<file path="config.mk">
export PLATFORM = sky130hd
export DESIGN_NAME = prefetch_bus_unit
export DESIGN_NICKNAME = d
export VERILOG_FILES = /design/src/rtl/biu_pkg.sv /design/src/rtl/prefetch_fifo.sv /design/src/rtl/prefetch_bus_unit.sv
export SDC_FILE = /design/constraint.sdc
export NUM_CORES = 1
export LEC_CHECK = 0
export CORE_MARGIN = 3
export CORE_UTILIZATION = 51
export CTS_CLUSTER_SIZE = 10
export DETAILED_ROUTE_END_ITERATION = 10
export DONT_BUFFER_PORTS = 1
export PLACE_DENSITY_LB_ADDON = 0.1
export SKIP_CTS_REPAIR_TIMING = 1
export SYNTH_ARGS = -nofsm -noshare
export SYNTH_HDL_FRONTEND = slang
export SYNTH_SLANG_ARGS = --single-unit
</file>
<file path="constraint.sdc">
create_clock -name CLKx4 -period 5.7 [get_ports CLKx4]
set_clock_uncertainty 0.2 [all_clocks]
set_input_delay 1.14 -clock CLKx4 [delete_from_list [all_inputs] [get_ports CLKx4]]
set_output_delay 1.14 -clock CLKx4 [all_outputs]
set_load 0.1 [all_outputs]
</file>
<file path="src/rtl/biu_pkg.sv">
// biu_pkg: T-state encoding, linear-address helper and parameter legality checks
package biu_pkg;

    typedef enum logic [2:0] {S_IDLE, S_T1, S_T2, S_T3, S_TW, S_T4} tstate_t;

    function automatic logic [19:0] linear_addr(input logic [15:0] seg, input logic [15:0] off);
        return {seg, 4'h0} + {4'h0, off};
    endfunction

    function automatic bit dbytes_ok(input int d);
        return d == 1 || d == 2;
    endfunction

    function automatic bit qdepth_ok(input int q);
        return q == 4 || q == 8 || q == 16;
    endfunction

endpackage

</file>
<file path="src/rtl/prefetch_fifo.sv">
// prefetch_fifo: byte-plus-address queue with a 0/1/2-byte write port and a 1-byte read port
module prefetch_fifo #(
    parameter int DEPTH = 4
) (
    input  logic                     i_clk,
    input  logic                     i_rst,
    input  logic                     i_clr,
    input  logic [1:0]               i_wr_n,
    input  logic [7:0]               i_wr_d0,
    input  logic [19:0]              i_wr_a0,
    input  logic [7:0]               i_wr_d1,
    input  logic [19:0]              i_wr_a1,
    input  logic                     i_rd,
    output logic [7:0]               o_rd_d,
    output logic [19:0]              o_rd_a,
    output logic [$clog2(DEPTH):0]   o_count
);
    localparam int AW = $clog2(DEPTH);
    localparam int CW = AW + 1;

    logic [7:0]    r_dat [DEPTH];
    logic [19:0]   r_adr [DEPTH];
    logic [AW-1:0] r_wp, r_rp;
    logic [CW-1:0] r_cnt;
    logic [AW-1:0] w_wp1;
    logic          w_pop;

    assign w_wp1 = r_wp + 1'b1;
    assign w_pop = i_rd && r_cnt != '0;

    // storage: the first written byte lands at the write pointer, the second just after it
    always_ff @(posedge i_clk) begin
        if (i_wr_n != 2'd0) begin
            r_dat[r_wp] <= i_wr_d0;
            r_adr[r_wp] <= i_wr_a0;
        end
        if (i_wr_n == 2'd2) begin
            r_dat[w_wp1] <= i_wr_d1;
            r_adr[w_wp1] <= i_wr_a1;
        end
    end

    // pointers and occupancy; a clear overrides any same-cycle write or read
    always_ff @(posedge i_clk) begin
        if (i_rst || i_clr) begin
            r_wp  <= '0;
            r_rp  <= '0;
            r_cnt <= '0;
        end else begin
            r_wp  <= r_wp + AW'(i_wr_n);
            r_rp  <= r_rp + AW'(w_pop);
            r_cnt <= r_cnt + CW'(i_wr_n) - CW'(w_pop);
        end
    end

    assign o_rd_d  = r_cnt == '0 ? 8'h00 : r_dat[r_rp];
    assign o_rd_a  = r_cnt == '0 ? 20'h0 : r_adr[r_rp];
    assign o_count = r_cnt;

endmodule

</file>
<file path="src/rtl/prefetch_bus_unit.sv">
// prefetch_bus_unit: 8088/8086-style instruction prefetch bus cycle engine feeding a byte queue
module prefetch_bus_unit
    import biu_pkg::*;
#(
    parameter int DBYTES = 1,
    parameter int QDEPTH = 4
) (
    input  logic                     CLKx4,
    input  logic                     RESET,
    input  logic                     TICK,
    input  logic                     READY,
    input  logic [8*DBYTES-1:0]      inD,
    output logic [19:0]              A,
    output logic                     ALE,
    output logic                     RD_n,
    output logic                     BHE_n,
    input  logic                     flush,
    input  logic [15:0]              newCS,
    input  logic [15:0]              newIP,
    input  logic                     suspend,
    input  logic                     advanceTop,
    output logic [7:0]               prefetchTop,
    output logic [19:0]              prefetchTopLinearAddress,
    output logic                     prefetchEmpty,
    output logic                     prefetchFull,
    output logic [$clog2(QDEPTH):0]  qCount
);
    localparam int CW = $clog2(QDEPTH) + 1;

    if (!dbytes_ok(DBYTES)) begin : g_bad_dbytes
        $error("prefetch_bus_unit: DBYTES must be 1 or 2");
    end
    if (!qdepth_ok(QDEPTH)) begin : g_bad_qdepth
        $error("prefetch_bus_unit: QDEPTH must be 4, 8 or 16");
    end

    tstate_t       r_state, w_next;
    logic [15:0]   r_cs, r_ip;
    logic          r_discard;
    logic [19:0]   r_a;
    logic          r_ale, r_rd_n, r_bhe_n;
    logic [1:0]    w_fsize, w_wr_n;
    logic [CW-1:0] w_free;
    logic          w_start, w_done, w_push, w_hi;
    logic [15:0]   w_d16;

    assign w_d16   = 16'(inD);
    assign w_fsize = (DBYTES == 2 && !r_ip[0]) ? 2'd2 : 2'd1;
    assign w_free  = CW'(QDEPTH) - qCount;
    assign w_start = TICK && r_state == S_IDLE && !suspend && !flush && w_free >= CW'(w_fsize);
    assign w_done  = TICK && READY && (r_state == S_T3 || r_state == S_TW);
    assign w_push  = w_done && !r_discard && !flush;
    assign w_hi    = DBYTES == 2 && r_ip[0];
    assign w_wr_n  = w_push ? w_fsize : 2'd0;

    // T-state sequencing; nothing moves without TICK
    always_comb begin
        w_next = r_state;
        if (TICK) begin
            case (r_state)
                S_IDLE:     w_next = w_start ? S_T1 : S_IDLE;
                S_T1:       w_next = S_T2;
                S_T2:       w_next = S_T3;
                S_T3, S_TW: w_next = READY ? S_T4 : S_TW;
                default:    w_next = S_IDLE;
            endcase
        end
    end

    // state register plus registered bus strobes derived from the state being entered
    always_ff @(posedge CLKx4) begin
        if (RESET) begin
            r_state <= S_IDLE;
            r_a     <= '0;
            r_ale   <= 1'b0;
            r_rd_n  <= 1'b1;
            r_bhe_n <= 1'b1;
        end else if (TICK) begin
            r_state <= w_next;
            r_ale   <= w_next == S_T1;
            r_rd_n  <= !(w_next inside {S_T2, S_T3, S_TW});
            if (w_start) begin
                r_a     <= linear_addr(r_cs, r_ip);
                r_bhe_n <= !(DBYTES == 2 && (r_ip[0] || w_fsize == 2'd2));
            end
        end
    end

    // fetch pointer; a flush during an open cycle marks that cycle's data as stale
    always_ff @(posedge CLKx4) begin
        if (RESET) begin
            r_cs      <= 16'hFFFF;
            r_ip      <= 16'h0000;
            r_discard <= 1'b0;
        end else if (flush) begin
            r_cs      <= newCS;
            r_ip      <= newIP;
            r_discard <= (r_state inside {S_T1, S_T2, S_T3, S_TW}) && !w_done;
        end else begin
            if (w_done) r_discard <= 1'b0;
            if (w_push) r_ip <= r_ip + 16'(w_fsize);
        end
    end

    prefetch_fifo #(.DEPTH(QDEPTH)) u_fifo (
        .i_clk   (CLKx4),
        .i_rst   (RESET),
        .i_clr   (flush),
        .i_wr_n  (w_wr_n),
        .i_wr_d0 (w_hi ? w_d16[15:8] : w_d16[7:0]),
        .i_wr_a0 (linear_addr(r_cs, r_ip)),
        .i_wr_d1 (w_d16[15:8]),
        .i_wr_a1 (linear_addr(r_cs, r_ip + 16'd1)),
        .i_rd    (advanceTop),
        .o_rd_d  (prefetchTop),
        .o_rd_a  (prefetchTopLinearAddress),
        .o_count (qCount)
    );

    assign A             = r_a;
    assign ALE           = r_ale;
    assign RD_n          = r_rd_n;
    assign BHE_n         = r_bhe_n;
    assign prefetchEmpty = qCount == '0;
    assign prefetchFull  = qCount == CW'(QDEPTH);

endmodule

</file>
# Word-level counts from Yosys, hierarchy flattened
# Memories as Yosys holds them, arrays and structs flattened. A register that Yosys moved wholly into a read port is not among the register bits.
# Cells that the tools add are included.
dict set report classes {
  n_eq_ne 10
  mux 23
  add_sub_neg 9
  magnitude_cmp 1
  reduce_logical 29
}
# cell n
set ops {}
lappend ops {{$add A20 B16 Y20} 2}
lappend ops {{$mux W20} 2}
lappend ops {{$mux W16} 2}
lappend ops {{$reduce_or A20 Y1} 1}
lappend ops {{$add A16 B1 Y16 const B} 1}
lappend ops {{$mux W8} 2}
lappend ops {{$eq A3 B2 Y1 const B} 4}
lappend ops {{$pmux W3 S4} 1}
lappend ops {{$mux W1} 11}
lappend ops {{$logic_and A1 B1 Y1} 10}
lappend ops {{$eq A3 B3 Y1 const B} 3}
lappend ops {{$mux W2} 4}
lappend ops {{$reduce_or A8 Y1} 1}
lappend ops {{$eq A3 B1 Y1 const B} 2}
lappend ops {{$logic_not A3 Y1} 2}
lappend ops {{$reduce_bool A2 Y1} 3}
lappend ops {{$reduce_bool A3 Y1} 2}
lappend ops {{$logic_not A1 Y1} 5}
lappend ops {{$add A2 B1 Y2} 2}
lappend ops {{$reduce_bool A4 Y1} 1}
lappend ops {{$add A3 B1 Y3} 1}
lappend ops {{$ge A3 B1 Y1 const B} 1}
lappend ops {{$mux W3} 1}
lappend ops {{$sub A3 B1 Y3} 1}
lappend ops {{other kinds (6)} 7}
dict set report word_totals {
  input_bits 47
  memories 2
  ff_bits 65
  out_inout_bits 56
  ram_bits 112
}
# memory depth word_bits read_ports rd_clocked_by_memory_dff wr line_no
set memory_table {}
lappend memory_table {u_fifo.r_adr 4 20 1 1 1 prefetch_fifo.sv:22} ;# logic [19:0] r_adr [DEPTH];
lappend memory_table {u_fifo.r_dat 4 8 1 1 1 prefetch_fifo.sv:21} ;# logic [7:0] r_dat [DEPTH];

# Logic depth before layout (Yosys ltp)
dict set report logic_depth {
  depth_word 11
  mapped_depth 14
}

# Hierarchy
# Synthesis repeated with hierarchy kept, for this count alone.
dict set report hier_totals {
  cells_unflattened 890
  area_unflattened_um2 10545.1
}
# module area_each_um2 n_inst cells_per_inst seq_area_each_um2
set by_module_without_submodules {}
lappend by_module_without_submodules {prefetch_fifo 6203.4 1 347 3503.4}
lappend by_module_without_submodules {prefetch_bus_unit 4341.7 1 543 1161.1}

# Worst setup path before layout
# OpenSTA, ideal clock, no wires.
dict set report synth_path {
  path_type {input-to-reg}
  start {input port flush}
  end {memory u_fifo.r_adr[1][0], enable pin}
  setup_slack_ns 0.344
  required_time_ns 5.006
  path_buffers 2
  t_arrival_ns 4.662
  path_stages 3
  cell_sequence {clkbuf_1 clkbuf_1 nor4b_1}
}
dict set report synth_via {
  elab_chain_cells 8
  elab_cells_between_ends 12
}
# item line_no
set synth_lines {}
lappend synth_lines {{start, declared} prefetch_bus_unit.sv:17} ;# input logic flush,
lappend synth_lines {{$logic_not A1 Y1 (*)} prefetch_bus_unit.sv:52} ;# assign w_push = w_done && !r_discard && !flush;
lappend synth_lines {{$logic_and A1 B1 Y1 (*)} prefetch_bus_unit.sv:52}
lappend synth_lines {{$mux W1 (*)} prefetch_bus_unit.sv:54} ;# assign w_wr_n = w_push ? w_fsize : 2'd0;
lappend synth_lines {{$eq A1 B2 Y1} prefetch_fifo.sv:37} ;# if (i_wr_n == 2'd2) begin
lappend synth_lines {{$mux W1} prefetch_fifo.sv:37}
lappend synth_lines {{$mux W1 (not written as such)} prefetch_fifo.sv:39} ;# r_adr[w_wp1] <= i_wr_a1;
lappend synth_lines {{$reduce_or A20 Y1 (no line)} n/a}
lappend synth_lines {{$mux W2 (no line) / $mux W1 (equally long branches)} n/a}
lappend synth_lines {{end, declared} prefetch_fifo.sv:22}
# Every way passes the cells marked *; elsewhere a longest branch is shown, timed or not.

==> metrics.cfg <==
[critical_path]
setup.worst_path.end = prefetchTopLinearAddress[15]
critPathSlowestCell = dfxtp_1
crit_fanout = 21
r2r-end = u_fifo.o_count[2]
path_class = reg2out
cp_cell_sequence = mux4_2, nor2b_2
reg2reg_depth = 14
max_stage_delay_ns = 1.06
critical_path_depth = 2
cp-start-kind = flop
rrSetupSlack_ns = 2.11
path_delay_family = flip-flops
critPathBufInv = 0
critPathLaunch = u_fifo.r_rp[1]
worstPathArrival_ns = 2.72
required_ns = 4.36
critPathCaptureType = output pin
r2r-start = u_fifo.o_count[1]

[logic_synthesis]
dominantRegCellSynth = edfxtp_1
async_flop_share = 0
synth_edf_count = 112
syn_area_um2 = 7831
synth-seq-area-share = 0.5956
postSynthAreaPerCell_um2 = 12.92
synthCells = 606
yosys_warnings = 0
ys_ff_latch = 177
synth_nets = 676
yosysUniqueCellTypes = 60

[finish]
final_common_cell = edfxtp_1
synthToLayoutAreaGrowth_pct = 12.91
drive_gt1_frac = 0.2091
final_cell_mix = edfxtp_1, dfxtp_1, nand2_1
antenna_cells = 0
finalNetCount = 693
postLayoutCellArea_um2 = 8842

[power_and_ir_drop]
p_int_mw = 2.157
clockPowerShare = 0.401
p_comb_frac = 0.071
p_leak_nw = 3.163
ir_worst_vdd_mv = 0.2039
power_density_nw_per_um2 = 322.4
seqPwrFrac = 0.528
p_switching_mw = 0.6934
swShare = 0.2433

[placed_design]
dp_slack_ns = 1.962
postPlaceCellArea_um2 = 8248
gp_congestion = 0.8034
port_buffers = 0
dp_hpwl_um = 11060

[timing]
setup_violations = 0
min_period_over_period = 0.7120
fmaxAchievable_mhz = 246.4
fin_ws_ns = 1.642
fin_tns_setup_ns = 0
relSlewSlack = 0.2563
drv_slew = 0
rsz0062_at_grt = no
finalHoldViolations = 0
finalCriticalPeriod_ns = 4.058
tightest_slew_ns = 1.114

[route]
wl_um = 15910
drt_pass1_iterations = 4
wl_per_cell_um = 19.40
drt_iter0_markers = 314
avgViaCountPerCell = 5.833
drcViolationCount = 0
drtAntennaViolNets = 0
num_vias = 4783

[grt]
grt_pass1_vias = 4780
grt_max_degree = 58
grt_usage = 0.2001
grt_pass1_wl_um = 25760
antenna_found_initial = 0
grt-ovfl-total = 0

[clocking]
cts_tree = done
clock_path_buffers = 2
cts_buffers = 17
ctsRootBufferMaster = clkbuf_16
cts-htree-levels = 4
clk_pin_slew_ns = 0.06
clkLatencyLatePin_ns = 0.42
cts_sinks = 177

[floorplanning]
initial_utilization = 0.5308
die_area_um2 = 16880
fp.coreArea_um2 = 14750
io_pins = 103
die_y_um = 129.9
die_w_um = 129.9
rows = 44

[worst_hold_path]
min_path_cells = 2
hp-class = reg2reg

[status]
outcome = finished clean

[job]
cap_violations = 0

-- per-stage QoR --
stage                     std cells  hold slack, ns    util  power [mW]
after floorplan                 606          0.2488       -       1.690
after global placement          788          0.2636  0.5590       1.724
after detailed placement        788          0.2719  0.5590       1.733
after CTS                       820          0.2871  0.5993       2.871
after global routing            820          0.3257  0.5993       2.952
final                           820          0.2816  0.5993       2.851
-- Yosys cell counts (all sizes together), types with 2 or more instances --
master | n | area (um2)
a21oi | 30 | 150.1
a32oi | 2 | 17.52
inv | 23 | 86.33
dfxtp | 65 | 1301
nor4 | 2 | 12.51
xor2 | 3 | 26.28
xnor2 | 27 | 236.5
o22ai | 2 | 12.51
and3b | 2 | 17.52
o21ai | 18 | 90.08
a21o | 2 | 15.01
mux4 | 28 | 630.6
nor4b | 2 | 32.53
nor3b | 2 | 26.28
o211a | 2 | 20.02
mux2i | 18 | 180.2
or4b | 2 | 20.02
or2 | 2 | 12.52
o211ai | 3 | 22.52
a31oi | 3 | 18.77
nand4 | 5 | 31.28
buf | 16 | 78.82
fa | 2 | 40.04
a221oi | 3 | 26.28
nor2 | 30 | 112.6
nor3 | 11 | 55.05
clkbuf | 19 | 71.32
and3 | 7 | 43.79
nand2 | 59 | 221.5
o311ai | 2 | 17.52
o21bai | 2 | 15.01
and2 | 7 | 43.79
or4 | 2 | 15.01
o21a | 4 | 30.03
edfxtp | 112 | 3363
ha | 21 | 262.8
a41o | 3 | 30.03
and4 | 2 | 17.52
nand3 | 15 | 80.08
nor2b | 31 | 193.9
a211oi | 3 | 22.52
o2111ai | 2 | 23.77
-- cell type report --
type	instances	area, um2
clock buffer	22	495.5
clock inverter	10	98.84
fill	1165	5912
inverter	23	86.33
multi-input combinational	371	3018
sequential	177	4666
tap	184	230.2
timing repair buffer	33	247.7
-- state kept, by name, indices dropped and copies added, names as in the netlist --
name	flops
r_cs	16
r_discard	1
u_fifo.r_wp	2
u_fifo.r_dat	32
ALE	1
u_fifo.o_count	3
RD_n	1
u_fifo.r_rp	2
r_ip	16
u_fifo.r_adr	80
r_state	3
A	20
-- power by group through the flow --
stage	clock, mW	sequential, mW	combinational, mW
after floorplan	0	1.52	0.171
after global placement	0	1.53	0.193
after detailed placement	0	1.53	0.201
after CTS	1.17	1.50	0.202
after global routing	1.22	1.51	0.226
final	1.14	1.50	0.202
-- how the worst min path moves through the flow --
stage / startpoint / to / slack, ns
after detailed placement: r_cs[0] / r_cs[0] / 0.27
after global routing: r_cs[0] / r_cs[0] / 0.33
final: r_cs[0] / r_cs[0] / 0.28
after floorplan: r_cs[0] / r_cs[0] / 0.25
after global placement: r_cs[0] / r_cs[0] / 0.26
after CTS: r_cs[0] / r_cs[0] / 0.29
-- worst min-delay path: stages, from the launching register on --
cell and delay [ns]:
dfxtp_1 0.33, mux2i_1 0.07, nand2_1 0.06
-- metal layers --
layer | track usage | wire length, um
met2 | 0.3273 | 7789
met3 | 0.05403 | 756
met5 | 0 | 0
met4 | 0.06846 | 284
met1 | 0.2606 | 7079
-- cell families after synthesis --
logic type	share of synthesized area
XOR/XNOR	0.03355
AND/OR/NAND/NOR	0.1213
adder cells (fa/ha/maj)	0.03866
flip-flops	0.5956
buffers and inverters	0.03020
multiplexers	0.1050
AO/OA/AOI/OAI	0.07525
other	0.0004789
(Power assumes the default switching activity.)
